**src/rtl/dac_serial_writer.sv**
```systemverilog
// rtl/dac_serial_writer.sv - serial DAC frame writer
//
// Accepts one 8-bit DAC code per handshake and shifts it out as a 16-bit
// frame {CTRL, data, 4'b0000}, MSB first. SCLK idles low; data changes on
// the falling edge and is sampled by the DAC on the rising edge.
//
// Parameters:
//   CLK_DIV   system clocks per SCLK half-period tick (2..255)
//   CTRL      control nibble sent ahead of the data byte
//
// Ports:
//   clk        system clock, rising edge
//   rst        asynchronous reset, active high
//   enable     permits acceptance of new words (never aborts a frame)
//   din_valid  din_data holds a word to transmit
//   din_data   DAC code to send
//   din_ready  block can accept a word this cycle
//   dac_cs     DAC chip select, active low, registered
//   dac_sclk   DAC serial clock, registered
//   dac_din    DAC serial data, registered
//   tx_done    one-cycle pulse when a frame has completed

module dac_serial_writer #(
    parameter int unsigned CLK_DIV = 12,
    parameter logic [3:0]  CTRL    = 4'b0000
) (
    input  logic       clk,
    input  logic       rst,
    input  logic       enable,
    input  logic       din_valid,
    input  logic [7:0] din_data,
    output logic       din_ready,
    output logic       dac_cs,
    output logic       dac_sclk,
    output logic       dac_din,
    output logic       tx_done
);

    typedef enum logic [1:0] {
        ST_IDLE,
        ST_SETUP,
        ST_SHIFT,
        ST_HOLD
    } state_t;

    localparam logic [7:0] DIV_LAST = 8'(CLK_DIV - 1);
    localparam logic [4:0] LAST_BIT = 5'd16;

    state_t      state;
    state_t      state_nxt;
    logic [7:0]  div_cnt;
    logic        tick;
    logic        accept;
    logic [15:0] frame;
    logic [15:0] frame_nxt;
    logic [4:0]  bit_cnt;
    logic [4:0]  bit_cnt_nxt;
    logic [3:0]  bit_idx;
    logic        cs_nxt;
    logic        sclk_nxt;
    logic        din_nxt;
    logic        done_nxt;
    logic        frame_end;

    assign din_ready = (state == ST_IDLE) && enable && !rst;
    assign accept    = din_valid && din_ready;
    assign tick      = (div_cnt == DIV_LAST);
    // Index of the next bit to present; only used while bit_cnt is 1..15.
    assign bit_idx   = 4'd15 - bit_cnt[3:0];
    // Falling toggle after the sixteenth rising edge closes the frame.
    assign frame_end = tick && dac_sclk && (bit_cnt == LAST_BIT);

    // Free-running half-period divider; restarting it on acceptance makes
    // the first tick land exactly CLK_DIV clocks after the handshake.
    always_ff @(posedge clk or posedge rst) begin
        if (rst) begin
            div_cnt <= '0;
        end else if (accept || tick) begin
            div_cnt <= '0;
        end else begin
            div_cnt <= div_cnt + 8'd1;
        end
    end

    // State and registered outputs.
    always_ff @(posedge clk or posedge rst) begin
        if (rst) begin
            state    <= ST_IDLE;
            frame    <= '0;
            bit_cnt  <= '0;
            dac_cs   <= 1'b1;
            dac_sclk <= 1'b0;
            dac_din  <= 1'b0;
            tx_done  <= 1'b0;
        end else begin
            state    <= state_nxt;
            frame    <= frame_nxt;
            bit_cnt  <= bit_cnt_nxt;
            dac_cs   <= cs_nxt;
            dac_sclk <= sclk_nxt;
            dac_din  <= din_nxt;
            tx_done  <= done_nxt;
        end
    end

    // Next-state logic.
    always_comb begin
        state_nxt = state;
        case (state)
            ST_IDLE:  if (accept)    state_nxt = ST_SETUP;
            ST_SETUP: if (tick)      state_nxt = ST_SHIFT;
            ST_SHIFT: if (frame_end) state_nxt = ST_HOLD;
            ST_HOLD:  if (tick)      state_nxt = ST_IDLE;
            default:                 state_nxt = ST_IDLE;
        endcase
    end

    // Next values of the registered outputs and datapath.
    always_comb begin
        frame_nxt   = frame;
        bit_cnt_nxt = bit_cnt;
        cs_nxt      = dac_cs;
        sclk_nxt    = dac_sclk;
        din_nxt     = dac_din;
        done_nxt    = 1'b0;
        case (state)
            ST_IDLE: begin
                if (accept) begin
                    frame_nxt = {CTRL, din_data, 4'b0000};
                end
            end
            ST_SETUP: begin
                if (tick) begin
                    cs_nxt      = 1'b0;
                    din_nxt     = frame[15];
                    bit_cnt_nxt = '0;
                end
            end
            ST_SHIFT: begin
                if (tick) begin
                    sclk_nxt = !dac_sclk;
                    if (!dac_sclk) begin
                        bit_cnt_nxt = bit_cnt + 5'd1;
                    end else if (bit_cnt != LAST_BIT) begin
                        // Present the next bit a full tick before its rising edge.
                        din_nxt = frame[bit_idx];
                    end
                end
            end
            ST_HOLD: begin
                if (tick) begin
                    cs_nxt   = 1'b1;
                    din_nxt  = 1'b0;
                    done_nxt = 1'b1;
                end
            end
            default: begin
                cs_nxt = 1'b1;
            end
        endcase
    end

endmodule

```
**config.mk**
```make
export PLATFORM = sky130hd
export DESIGN_NAME = dac_serial_writer
export DESIGN_NICKNAME = d
export VERILOG_FILES = /design/src/rtl/dac_serial_writer.sv
export SDC_FILE = /design/constraint.sdc
export NUM_CORES = 1
export LEC_CHECK = 0
export BUFFER_PORTS_ARGS = -buffer_cell sky130_fd_sc_hd__buf_2
export CELL_PAD_IN_SITES_DETAIL_PLACEMENT = 1
export CELL_PAD_IN_SITES_GLOBAL_PLACEMENT = 1
export CORE_ASPECT_RATIO = 0.5
export CORE_MARGIN = 1.5
export CORE_UTILIZATION = 43
export CTS_BUF_LIST = sky130_fd_sc_hd__clkbuf_4
export DETAILED_ROUTE_END_ITERATION = 6
export PLACE_DENSITY_LB_ADDON = 0.1
export SLEW_MARGIN = 40
export SYNTH_ARGS = -nofsm -noshare
export SYNTH_HDL_FRONTEND = slang
export SYNTH_SLANG_ARGS = --single-unit
```
**constraint.sdc**
```tcl
create_clock -name clk -period 1.6 [get_ports clk]
set_input_delay 0.16 -clock clk [delete_from_list [all_inputs] [get_ports clk]]
set_output_delay 0.16 -clock clk [all_outputs]
set_load 0.01 [all_outputs]
```
==> summary.md <==
| Metric | Value |
|---|---|
| DRT antenna net count | 0 |
| Area growth, synth to finish | 49.3% |
| Worst slew pin tran | 370 ps |
| DR vias/cell | between 5 and 6 |
| Crit. End Element | flip-flop |
| Post-route minimum period | roughly 1800 ps |
| Syn Inst Count | between 100 and 150 |
| Initial antenna violation count | 0 |
| WL per Instance | 23.4 µm |
| Die area | about 3800 µm² |
| CP Max Fanout | 3 |
| Final Instance Count excl. Fillers | ~230 |
| Remaining DRCs | 1 |
| Global route overflow | 0 |
| Yosys cell types | 37 |
| TritonCTS clock tree | yes |
| Starting DRT DRC Count | 95 |
| Hold Crit Depth | 2 |
| GRT busiest layer | met2 |
| H-tree levels | 1 |
| Pwr dens | about 1800 nW/µm² |
| GRT Util Overall | 0.218 |
| GR met1 Demand/Resource | 0.283 |
| DR vias | ~1,300 |
| Maxcap violations | 0 |
| Cts bufs inserted | 3 |
| Commonest non-fill, non-tap cell in the layout | buf_4 |
| Syn Std Cell Area | around 1500 µm² |
| Post-synthesis sequential area ratio | 0.461 |
| Chip height | about 44 µm |
| Root Buffer | clkbuf_4 |
| Dpl hpwl | 2.58 mm |
| Worst Hold Class | primary input to flip-flop |
| Bufs on Longest Clock Path | 2 |
| Pin count of the biggest net entering global routing | 28 |
| Max_slew headroom | 0.752 |
| Synth Area per Inst | between 10 and 15 µm² |
| Clock Skew | between 10 and 15 ps |
| RSZ-0062 raised after global routing | true |
| Clk sinks | 27 |
| Worst endpoint required time | 1850 ps |
| Std-Cell Rows | 14 |
| Worst reg2reg path depth | 6 |
| Tcrit/Tclk final | 1.11 |
| Starting Density | 0.471 |
| Clock Latency Late Sink | roughly 340 ps |
| First drt pass iteration count | 6 |
| Post-Route Setup TNS | -962 ps |
| Failing checks | design-rule violations, negative setup slack |
| Peak Freq | 563 MHz |
| Worst Setup Start Kind | flip-flop |
| Buffers on Ports | 16 |
| Worst-path clk slew | about 160 ps |
| Most frequent cells in the layout | 37 x buf_4, 23 x dfrtp_1, 16 x buf_2, 9 x nor2_1, 6 x mux2_2 |
| Met3 usage | 0.0522 |
| Status | complete, but fails checks |
| Post-Synthesis Net Count | around 150 |
| Final #Nets | around 210 |
| Antenna cells | 0 |
| Post-route worst setup slack | -177 ps |
| Total power after layout | 4.04 mW |
| I/O pins | 17 |
| Die width | 85.7 µm |
| Pins Over Slew Limit | 0 |
| Number of global-route vias before repair | between 1,000 and 1,500 |
| CP Class | flip-flop to flip-flop |
| Worst vdd ir | around 0.00080 V |
| Final GP Congestion | 0.834 |
| Share of layout cells above drive strength 1 | 0.597 |
| Leakage power total | around 1.1 nW |
| First-pass GRT wire length | between 6 and 7 mm |
| Fin. Hold Viols | 0 |
| Arrival @ worst endpoint | ~2000 ps |
| Core Util, Final | 0.703 |
| Dpl cells | ~210 |
| Synthesized flop and latch total | 27 |
| Core area | between 3000 and 4000 µm² |
| Grt met2 use | 0.391 |
| Final setup viols | 17 |
| Final wirelength | 5.40 mm |
| Yosys warnings | 0 |
## final cells by class
type | count | area [µm²]
repair buffers | 61 | 469
fillers | 317 | 925
multi-input cells | 90 | 925
well taps | 40 | 50.0
clock buffers | 4 | 30.0
flip-flops and latches | 27 | 681
inverters | 9 | 38.8
## per-layer routing
metal / vias to the layer above / routed length, µm
met3: 17 / 325
met1: 674 / 2360
met5: - / 0
met4: 0 / 186
met2: 47 / 2540
li1: 579 / -
## path summary, 6_finish.rpt
check	slack, ps	to	startpoint
max	-180	state[1]$_DFFE_PP0P_	bit_cnt[0]$_DFFE_PP0P_
min	50	frame[4]$_DFFE_PP0P_	din_data[0]
max reg2reg	-180	state[1]$_DFFE_PP0P_	bit_cnt[0]$_DFFE_PP0P_
min reg2reg	530	frame[4]$_DFFE_PP0P_	frame[4]$_DFFE_PP0P_
max in group asynchronous	840	dac_cs$_DFFE_PP1P_	rst
min in group asynchronous	460	frame[11]$_DFFE_PP0P_	rst
## cell families after synthesis
family,share of synthesized area
DFF,0.461
muxes,0.107
buffers and inverters,0.0230
and+or+nand+nor,0.179
AOI/OAI and AO/OA,0.102
xor gates and xnor gates,0.0596
adders and majority gates,0.0681
## sequential cells by signal (all words and copies together), names as in the netlist
name and cells:
frame 8, bit_cnt 5, dac_sclk 1, state 2, dac_cs 1, dac_din 1
tx_done 1, div_cnt 8
## through the flow
stage               setup slack, ps  hold WS (ps)  instance area, µm²
finish                         -177          52.3                2190
global route                   -192          40.4                2190
CTS                           -62.3          39.2                1980
detailed placement             -166           281                1850
global placement               -115           268                1850
floorplan                     -39.7           221                1470
## synth_stat cells, drive strengths merged
cell type | number | share of area
inv | 9 | 0.023
dfstp | 1 | 0.018
o211ai | 1 | 0.0085
and3b | 2 | 0.012
a21o | 1 | 0.0051
mux2 | 10 | 0.077
o2111ai | 1 | 0.0060
or4 | 1 | 0.0077
o21ai | 4 | 0.014
a31oi | 3 | 0.013
nor2 | 11 | 0.039
nor4 | 1 | 0.0085
and3 | 4 | 0.017
and2 | 1 | 0.0043
nand2b | 2 | 0.0085
nor2b | 2 | 0.0085
a2111oi | 2 | 0.020
nand2 | 6 | 0.015
o31ai | 1 | 0.0051
nand4 | 2 | 0.0085
xor2 | 5 | 0.030
ha | 8 | 0.068
nor3 | 1 | 0.0034
nand3 | 4 | 0.014
mux4 | 2 | 0.031
and4bb | 1 | 0.0085
a211oi | 1 | 0.0051
o32a | 1 | 0.0068
nand3b | 3 | 0.024
dfrtp | 26 | 0.44
xnor2 | 5 | 0.030
a21oi | 4 | 0.019
## critical path: stages, from the launching register on
cell and delay (ps):
dfrtp_2 460, inv_2 60, ha_1 160, and4bb_2 270
nand4_1 160, a21oi_2 260, mux2_4 320
## report_power, final
part           internal [mW]  switching [mW]
Clock                  0.115           0.217
Sequential             0.944           0.237
Combinational           1.31            1.22
## timing repair
action,in CTS,in global routing
cloned,0,1
gates resized for setup,23,25
hold endpoints to repair,26,0
pin swaps,9,14
buffers inserted,2,10
endpoints found under the setup margin,15,26
hold buffers,1,0
(Power assumes the default switching activity.)
